**config.mk**
```make
export PLATFORM = sky130hd
export DESIGN_NAME = exponent_unit_flat
export DESIGN_NICKNAME = d
export VERILOG_FILES = /design/src/rtl/exponent_pkg.sv /design/src/rtl/exponent_unit_if.sv /design/src/rtl/exponent_mul_step.sv /design/src/rtl/exponent_unit.sv /design/src/flat_wrapper.sv
export SDC_FILE = /design/constraint.sdc
export NUM_CORES = 2
export LEC_CHECK = 0
export CAP_MARGIN = 20
export CORE_MARGIN = 10
export CORE_UTILIZATION = 60
export DETAILED_ROUTE_END_ITERATION = 12
export PLACE_DENSITY = 0.77
export SYNTH_ARGS = -nofsm -noshare
export SYNTH_HDL_FRONTEND = slang
export SYNTH_HIERARCHICAL = 1
export SYNTH_SLANG_ARGS = --single-unit
```
**constraint.sdc**
```tcl
create_clock -name clk_clk -period 23.3 [get_ports clk_clk]
set_input_delay 4.66 -clock clk_clk [delete_from_list [all_inputs] [get_ports clk_clk]]
set_output_delay 4.66 -clock clk_clk [all_outputs]
set_load 0.01 [all_outputs]
```
**src/rtl/exponent_pkg.sv**
```systemverilog
// Shared types and default sizes for the exponent engine.
package exponent_pkg;

    // Controller states: wait for a request, iterate over exponent bits, present the result.
    typedef enum logic [1:0] {
        IDLE = 2'd0,
        RUN  = 2'd1,
        DONE = 2'd2
    } state_t;

    localparam int DEF_WIDTH     = 32;
    localparam int DEF_EXP_WIDTH = 8;

endpackage : exponent_pkg

```
**src/rtl/exponent_unit_if.sv**
```systemverilog
// Request/response bundle between the board glue (master) and the engine (slave).
interface exponent_unit_if #(
    parameter int WIDTH     = 32,
    parameter int EXP_WIDTH = 8
);
    logic                 start;
    logic [WIDTH-1:0]     base;
    logic [EXP_WIDTH-1:0] exponent;
    logic                 busy;
    logic                 done;
    logic [WIDTH-1:0]     result;
    logic                 overflow;

    modport master (
        output start, base, exponent,
        input  busy, done, result, overflow
    );

    modport slave (
        input  start, base, exponent,
        output busy, done, result, overflow
    );
endinterface : exponent_unit_if

```
**src/rtl/exponent_mul_step.sv**
```systemverilog
// One WIDTH x WIDTH multiply: keeps the low half and flags any significant upper half.
module exponent_mul_step
    import exponent_pkg::*;
#(
    parameter int WIDTH = DEF_WIDTH
) (
    input  logic [WIDTH-1:0] a,
    input  logic [WIDTH-1:0] b,
    input  logic             in_ovf,
    output logic [WIDTH-1:0] prod_lo,
    output logic             ovf_out
);
    logic [2*WIDTH-1:0] prod;

    assign prod    = a * b;
    assign prod_lo = prod[WIDTH-1:0];
    // Overflow is sticky through the chain: an operand that already lost bits taints the product.
    assign ovf_out = in_ovf | (prod[2*WIDTH-1:WIDTH] != '0);
endmodule : exponent_mul_step

```
**src/rtl/exponent_unit.sv**
```systemverilog
// Iterative base^exponent engine using right-to-left square-and-multiply, one exponent bit per cycle.
module exponent_unit
    import exponent_pkg::*;
#(
    parameter int WIDTH     = DEF_WIDTH,
    parameter int EXP_WIDTH = DEF_EXP_WIDTH,
    parameter bit SATURATE  = 1'b0
) (
    input  logic            clk_clk,
    input  logic            reset_reset_n,
    exponent_unit_if.slave  bus
);
    state_t               state_q;
    logic [WIDTH-1:0]     b_q;
    logic [WIDTH-1:0]     acc_q;
    logic [EXP_WIDTH-1:0] e_q;
    logic                 b_ovf_q;
    logic                 ovf_q;
    logic                 busy_q;
    logic                 done_q;
    logic [WIDTH-1:0]     result_q;
    logic                 overflow_q;

    logic [WIDTH-1:0]     mul_lo;
    logic                 mul_ovf;
    logic [WIDTH-1:0]     sq_lo;
    logic                 sq_ovf;
    logic [WIDTH-1:0]     acc_d;
    logic                 ovf_d;
    logic [EXP_WIDTH-1:0] e_d;
    logic                 last_bit;
    logic [WIDTH-1:0]     result_d;

    // acc * b: the squared base is only trusted if it has not already overflowed.
    exponent_mul_step #(.WIDTH(WIDTH)) u_mul (
        .a       (acc_q),
        .b       (b_q),
        .in_ovf  (ovf_q | b_ovf_q),
        .prod_lo (mul_lo),
        .ovf_out (mul_ovf)
    );

    // b * b: next power-of-two power of the base.
    exponent_mul_step #(.WIDTH(WIDTH)) u_sq (
        .a       (b_q),
        .b       (b_q),
        .in_ovf  (b_ovf_q),
        .prod_lo (sq_lo),
        .ovf_out (sq_ovf)
    );

    // Next accumulator/overflow for this bit, termination test, and saturation of the final value.
    always_comb begin
        acc_d    = e_q[0] ? mul_lo  : acc_q;
        ovf_d    = e_q[0] ? mul_ovf : ovf_q;
        e_d      = e_q >> 1;
        last_bit = (e_d == '0);
        result_d = (SATURATE && ovf_d) ? '1 : acc_d;
    end

    // Controller, datapath registers and registered handshake outputs.
    always_ff @(posedge clk_clk or negedge reset_reset_n) begin
        if (!reset_reset_n) begin
            state_q    <= IDLE;
            b_q        <= '0;
            acc_q      <= '0;
            e_q        <= '0;
            b_ovf_q    <= 1'b0;
            ovf_q      <= 1'b0;
            busy_q     <= 1'b0;
            done_q     <= 1'b0;
            result_q   <= '0;
            overflow_q <= 1'b0;
        end else begin
            case (state_q)
                IDLE: begin
                    done_q <= 1'b0;
                    if (bus.start) begin
                        b_q     <= bus.base;
                        e_q     <= bus.exponent;
                        acc_q   <= WIDTH'(1);
                        b_ovf_q <= 1'b0;
                        ovf_q   <= 1'b0;
                        busy_q  <= 1'b1;
                        state_q <= RUN;
                    end
                end
                RUN: begin
                    acc_q   <= acc_d;
                    ovf_q   <= ovf_d;
                    b_q     <= sq_lo;
                    b_ovf_q <= sq_ovf;
                    e_q     <= e_d;
                    // Leave as soon as no set bits remain; result is taken from this cycle's update.
                    if (last_bit) begin
                        result_q   <= result_d;
                        overflow_q <= ovf_d;
                        done_q     <= 1'b1;
                        state_q    <= DONE;
                    end
                end
                DONE: begin
                    done_q  <= 1'b0;
                    busy_q  <= 1'b0;
                    state_q <= IDLE;
                end
                default: begin
                    done_q  <= 1'b0;
                    busy_q  <= 1'b0;
                    state_q <= IDLE;
                end
            endcase
        end
    end

    assign bus.busy     = busy_q;
    assign bus.done     = done_q;
    assign bus.result   = result_q;
    assign bus.overflow = overflow_q;
endmodule : exponent_unit

```
**src/flat_wrapper.sv**
```systemverilog
// flat-port wrapper written by rule: the top's interface ports become plain ports
module exponent_unit_flat import exponent_pkg::*;
#(
    parameter int WIDTH     = DEF_WIDTH,
    parameter int EXP_WIDTH = DEF_EXP_WIDTH,
    parameter bit SATURATE  = 1'b0
)
  (clk_clk, reset_reset_n, bus_start, bus_base, bus_exponent, bus_busy, bus_done, bus_result, bus_overflow);
  exponent_unit_if #(.WIDTH(WIDTH), .EXP_WIDTH(EXP_WIDTH)) bus_i ();
  input  logic clk_clk;
  input  logic reset_reset_n;
  input wire logic [$bits(bus_i.start)-1:0] bus_start;
  input wire logic [$bits(bus_i.base)-1:0] bus_base;
  input wire logic [$bits(bus_i.exponent)-1:0] bus_exponent;
  output wire logic [$bits(bus_i.busy)-1:0] bus_busy;
  output wire logic [$bits(bus_i.done)-1:0] bus_done;
  output wire logic [$bits(bus_i.result)-1:0] bus_result;
  output wire logic [$bits(bus_i.overflow)-1:0] bus_overflow;
  assign bus_i.start = bus_start;
  assign bus_i.base = bus_base;
  assign bus_i.exponent = bus_exponent;
  assign bus_busy = bus_i.busy;
  assign bus_done = bus_i.done;
  assign bus_result = bus_i.result;
  assign bus_overflow = bus_i.overflow;
  exponent_unit #(.WIDTH(WIDTH), .EXP_WIDTH(EXP_WIDTH), .SATURATE(SATURATE)) u_core (.clk_clk(clk_clk), .reset_reset_n(reset_reset_n), .bus(bus_i));
endmodule
```
== After elaboration in Yosys (flattened, before gate mapping) ==
Index checks and enable logic that the tools add are counted.

* Logic and storage cells: 46
* Flip-flop bits (word level): 111
* Bits of input ports: 43
* Output and inout port bits: 35

* Reductions and logical operators: 9
* Multiplexer cells: 18
* Equal/unequal tests: 3
* Bitwise gates (word level): 4
* $mul: 2

{| class="wikitable"
|+ Operator list
! cell !! count
|-
| $mul 32x32->64 || 2
|-
| $pmux 32 s2 || 2
|-
| $mux 32 || 3
|-
| $reduce_bool 32->1 || 2
|-
| $pmux 8 s2 || 1
|-
| $logic_not 8->1 || 1
|-
| $mux 8 || 1
|-
| $reduce_and 2->1 || 4
|-
| $pmux 1 s2 || 3
|-
| $mux 1 || 5
|-
| $mux 2 || 2
|-
| $pmux 2 s2 || 1
|-
| $or 1x1->1 || 3
|-
| $eq 2x1->1 const B || 1
|-
| $logic_not 2->1 || 1
|-
| $ne 2x1->1 const B || 1
|-
| $ne 2x2->1 const B || 1
|-
| $reduce_bool 2->1 || 1
|-
| $not 1->1 || 1
|}

== Depth between registers and ports, before layout ==
* Depth in word-level cells: 5
* Mapped depth: 31
* Mapped depth without buffers: 30

== Hierarchy ==
Netlist, hierarchy kept.

{| class="wikitable"
|+ Modules (own cells, without submodules)
! module !! instances !! seq. area each (um^2) !! area an instance (um^2) !! cells each
|-
| exponent_mul_step (u_core.u_mul) || 1 || 0.0 || 33483.4 || 3688
|-
| exponent_mul_step (u_core.u_sq) || 1 || 0.0 || 33408.3 || 3667
|-
| exponent_unit || 1 || 2777.7 || 4888.4 || 449
|}

== Worst setup path after synthesis ==
OpenSTA, ideal clock, no wires.

* Path type: flip-flop to flip-flop
* Start point: register u_core.b_q[8]
* End point: register u_core.overflow_q (netlist: u_core/bus.overflow)
* Clock period less this slack: 8.420 ns
* Slack: 14.880 ns
* Setup time: 0.125 ns
* Stages on the path, launching flop included: 30
* Buffers on the path: 2
* Required time: 23.175 ns
* Arrival time: 8.295 ns
* Cell sequence: dfrtp_1 clkbuf_1 nand2_1 fa_1 inv_1 fa_1 inv_1 fa_1 inv_1 fa_1 inv_1 fa_1 fa_1 fa_1 fa_1 inv_1 ha_1 buf_4 a21oi_4 o21ai_2 and2_0 o32a_1 o31a_1 a2111oi_2 o211ai_1 or4_1 nor4b_2 nand4_1 mux2_2 mux2_2

* Longest elaborated chain between the ends: 4

{| class="wikitable"
|+ Ends and longest elaborated chain
! what !! line !! RTL
|-
| from (decl) || exponent_unit.sv:14 || <nowiki>logic [WIDTH-1:0] b_q;</nowiki>
|-
| from (signal assigned) || exponent_unit.sv:79 || <nowiki>b_q <= bus.base;</nowiki>
|-
| from (signal assigned) || exponent_unit.sv:91 || <nowiki>b_q <= sq_lo;</nowiki>
|-
| $mul 32x32->64 || exponent_mul_step.sv:15 || <nowiki>assign prod = a * b;</nowiki>
|-
| $reduce_bool 32->1 || exponent_mul_step.sv:18 || <nowiki>assign ovf_out = in_ovf | (prod[2*WIDTH-1:WIDTH] != '0);</nowiki>
|-
| $or 1x1->1 || exponent_mul_step.sv:18 ||
|-
| net u_core.mul_ovf || exponent_unit.sv:25 || <nowiki>logic mul_ovf;</nowiki>
|-
| $mux 1 || exponent_unit.sv:55 || <nowiki>ovf_d = e_q[0] ? mul_ovf : ovf_q;</nowiki>
|-
| to (signal assigned) || exponent_unit.sv:97 || <nowiki>overflow_q <= ovf_d;</nowiki>
|-
| to (decl) || exponent_unit.sv:22 || <nowiki>logic overflow_q;</nowiki>
|}

The timed path passes the listed nets, and every way through them passes these cells.
A chain may end at the register's enable or synchronous reset.

== Final worst setup path ==
* Start point: register u_core.b_q[6]
* End point: register u_core.b_ovf_q

* Longest elaborated chain between the ends: 4

{| class="wikitable"
|+ Ends and longest elaborated chain
! what !! line !! RTL
|-
| $mul 32x32->64 || exponent_mul_step.sv:15 ||
|-
| $reduce_bool 32->1 || exponent_mul_step.sv:18 ||
|-
| $or 1x1->1 || exponent_mul_step.sv:18 ||
|-
| net u_core.sq_ovf || exponent_unit.sv:27 || <nowiki>logic sq_ovf;</nowiki>
|-
| $pmux 1 s2 || exponent_unit.sv:75 || <nowiki>case (state_q)</nowiki>
|-
| to (signal assigned) || exponent_unit.sv:92 || <nowiki>b_ovf_q <= sq_ovf;</nowiki>
|-
| to (decl) || exponent_unit.sv:17 || <nowiki>logic b_ovf_q;</nowiki>
|}

The timed path passes the listed nets, and every way through them passes these cells.

==> reports/qor.txt <==
Die Wd: 365.9 microns
Mapped Cells: 7,804
Main synth FF type: dfrtp_1
Worst min-delay path class: reg -> reg
Most Frequent Cell on Critical Path: fa_1
Rows: 126
Post-CTS sizing: 0
DRC: 0
Fin crit period: 10.29 ns
Asr flop ratio synth: 1.000
Max Clk Rate: 0.09715 GHz
Endpoint type of the worst setup path: register
Postcts setup bufs: 0
YS warnings: 6
Root Driver: clkbuf_16
Final Hold Viols: 0
Clock-pin slew on the worst setup and hold paths: 0.10 ns
Most instantiated cells after synthesis: fa_1, inv_1, and2_1
Worst Setup Start Kind: register
Relative slew slack: 0.2380
CTS Buffer Depth: 2
Share of post-route cells with drive strength above 1: 0.02418
Largest net degree at the start of global routing: 83
Chip Height: 365.9 microns
Dominant cell type by area after synthesis: fa_1
Setup TNS: 0 ns
Initial antenna violation count: 7
Crit-path max FO: 50
Initial DRC Count: 5,184
Setup CP Type: reg -> reg
Max Slew Vio Count: 0
Final setup violation count: 0
Yosys reg bits: 111
Max incr delay on CP: 0.98 ns
Vias in the first global route: 60,441
DIE AREA: 133,900 sq um
Net count after synthesis: 10,165
Port Buffer Count: 77
Total grt overflow: 0
Router iterations before antenna repair: 6
Cell Area, Synth: 71,780 sq um
Final worst path period share: 0.4418
TritonCTS buffer count: 9
GR Util All Layers: 0.3257
Fin Clk Skew: 0.01688 ns
Hpwl dp: 159.1 mm
Critical path's slowest cell: dfrtp_4
First-pass GRT wire length: 343.2 mm
Synth cell types: 93
DR vias/cell: 6.036
CP bufs+invs: 7
CTS tree: done
Detailed Route WL: 216.5 mm
Top cell type's share of synthesized area: 0.4998
Req. time, crit path: 23.63 ns
Fin nets: 9,843
CTS sink cnt: 111
CP delay by family, top: adder cells
Worst EP arrival: 10.62 ns
Actual slew at the worst max-slew pin: 1.143 ns
R2R Setup Slk: 13.01 ns
RSZ-0062 raised after global routing: no
Status: completed
Layout area overhead: 2.643%
Register area share after synthesis: 0.03870
H-tree depth: 3
WL/cell: 23.82 microns
Post-route ant nets: 0
IO Pins: 78
Clk Latency, worst-skew pair: 0.43 ns
Max_cap viols: 0
GPL Wtd Cong: 1.012
Largest cells by area after synthesis: fa_1, and2_1, ha_1
Via Count: 54,861
Initial Utilization: 0.6063
EDFF count, synth: 0
Placeable core area: 118,400 sq um
Avg Cell Area, Syn: 9.198 sq um
Most frequent cell after synthesis: fa_1
CTS Hold Bufs: 0
[area by class of cell]
class	instances	area [sq um]
well taps	1600	2002
flip-flops and latches	111	2899
repair buffers	154	1363
fillers	9814	44720
clock buffers	9	225.2
diodes	2	5.005
multi-input cells	5729	61550
clock inverters	7	91.34
inverters	1477	5544
[final timing paths]
kind | startpoint | to | depth (start not counted)
hold reg to reg | u_core/bus.done$_DFFE_PN0P_ | u_core/bus.done$_DFFE_PN0P_ | 1
setup reg to reg | u_core/b_q[6]$_DFFE_PN0P_ | u_core/b_ovf_q$_DFFE_PN0P_ | 28
max in group asynchronous | reset_reset_n | u_core/b_q[16]$_DFFE_PN0P_ | 2
hold / removal | u_core/bus.done$_DFFE_PN0P_ | u_core/bus.done$_DFFE_PN0P_ | 1
min in group asynchronous | reset_reset_n | u_core/bus.done$_DFFE_PN0P_ | 1
setup / recovery | u_core/b_q[6]$_DFFE_PN0P_ | u_core/b_ovf_q$_DFFE_PN0P_ | 28
[through the flow]
stage / hold WS [ns] / setup slack [ns] / util / cells / cell area, sq um
global placement: 0.4738 / 13.36 / 0.6194 / 9070 / 73340
CTS: 0.5214 / 13.22 / 0.6221 / 9086 / 73650
finish: 0.5159 / 13.01 / 0.6223 / 9089 / 73680
global route: 0.5362 / 12.71 / 0.6223 / 9087 / 73670
detailed placement: 0.5019 / 13.23 / 0.6194 / 9070 / 73340
floorplan: 0.4721 / 14.88 / - / 7804 / 71780
[layout by cell type (no fill, tap or decap), types with 7 or more instances in the layout]
master,Yosys,routed
a211o_1,8,8
a211oi_1,12,12
a21boi_0,9,9
a21o_1,41,41
a21oi_1,165,165
a31o_2,10,10
a31oi_1,77,77
and2_1,1189,1189
and3_1,16,16
buf_4,8,76
clkbuf_16,0,9
clkdlybuf4s50_1,0,76
dfrtp_1,111,76
dfrtp_4,0,31
fa_1,1792,1792
ha_1,526,526
inv_1,1477,1477
mux2_2,7,7
mux2i_1,80,80
nand2_1,1087,1087
nand2b_1,11,11
nand3_1,33,33
nand4_1,49,49
nor2_1,92,92
nor2b_1,10,9
nor3_1,41,41
nor4_1,15,15
o211a_1,8,8
o211ai_1,18,18
o21a_1,19,19
o21ai_0,168,168
o21bai_1,20,19
o31ai_1,9,9
or3_1,8,8
xnor2_1,51,51
xor2_1,35,35
[state kept, by name (all words and copies together), names as in the netlist]
register / flops
u_core/acc_q: 32
u_core/b_ovf_q: 1
u_core/b_q: 32
u_core/bus.busy: 1
u_core/bus.done: 1
u_core/bus.overflow: 1
u_core/bus.result: 32
u_core/e_q: 8
u_core/ovf_q: 1
u_core/state_q: 2
[logic make-up after synthesis]
kind of cell	synth area share
AOI/OAI and AO/OA	0.05730
xor gates and xnor gates	0.01049
adders and majority gates	0.5915
buffers and inverters	0.1042
DFF	0.03870
muxes	0.01225
and+or+nand+nor	0.1856
[worst register-to-register path, delay by kind of cell, from the launching register on]
family	cells	cell delay [ns]
buf+inv	7	0.98
fa+ha+maj	9	4.41
simple gates	7	2.29
flops	1	0.98
compound gates	4	1.39
xor+xnor	1	0.16
[per-layer routing]
metal	global-route usage	wire length, microns
met5	0	70
met4	0.1409	10480
met3	0.08129	23890
met2	0.5159	99180
met1	0.4253	82850
Power is not shown: default switching activity piles up to over one toggle a cycle in this logic, so the estimate is an artifact.
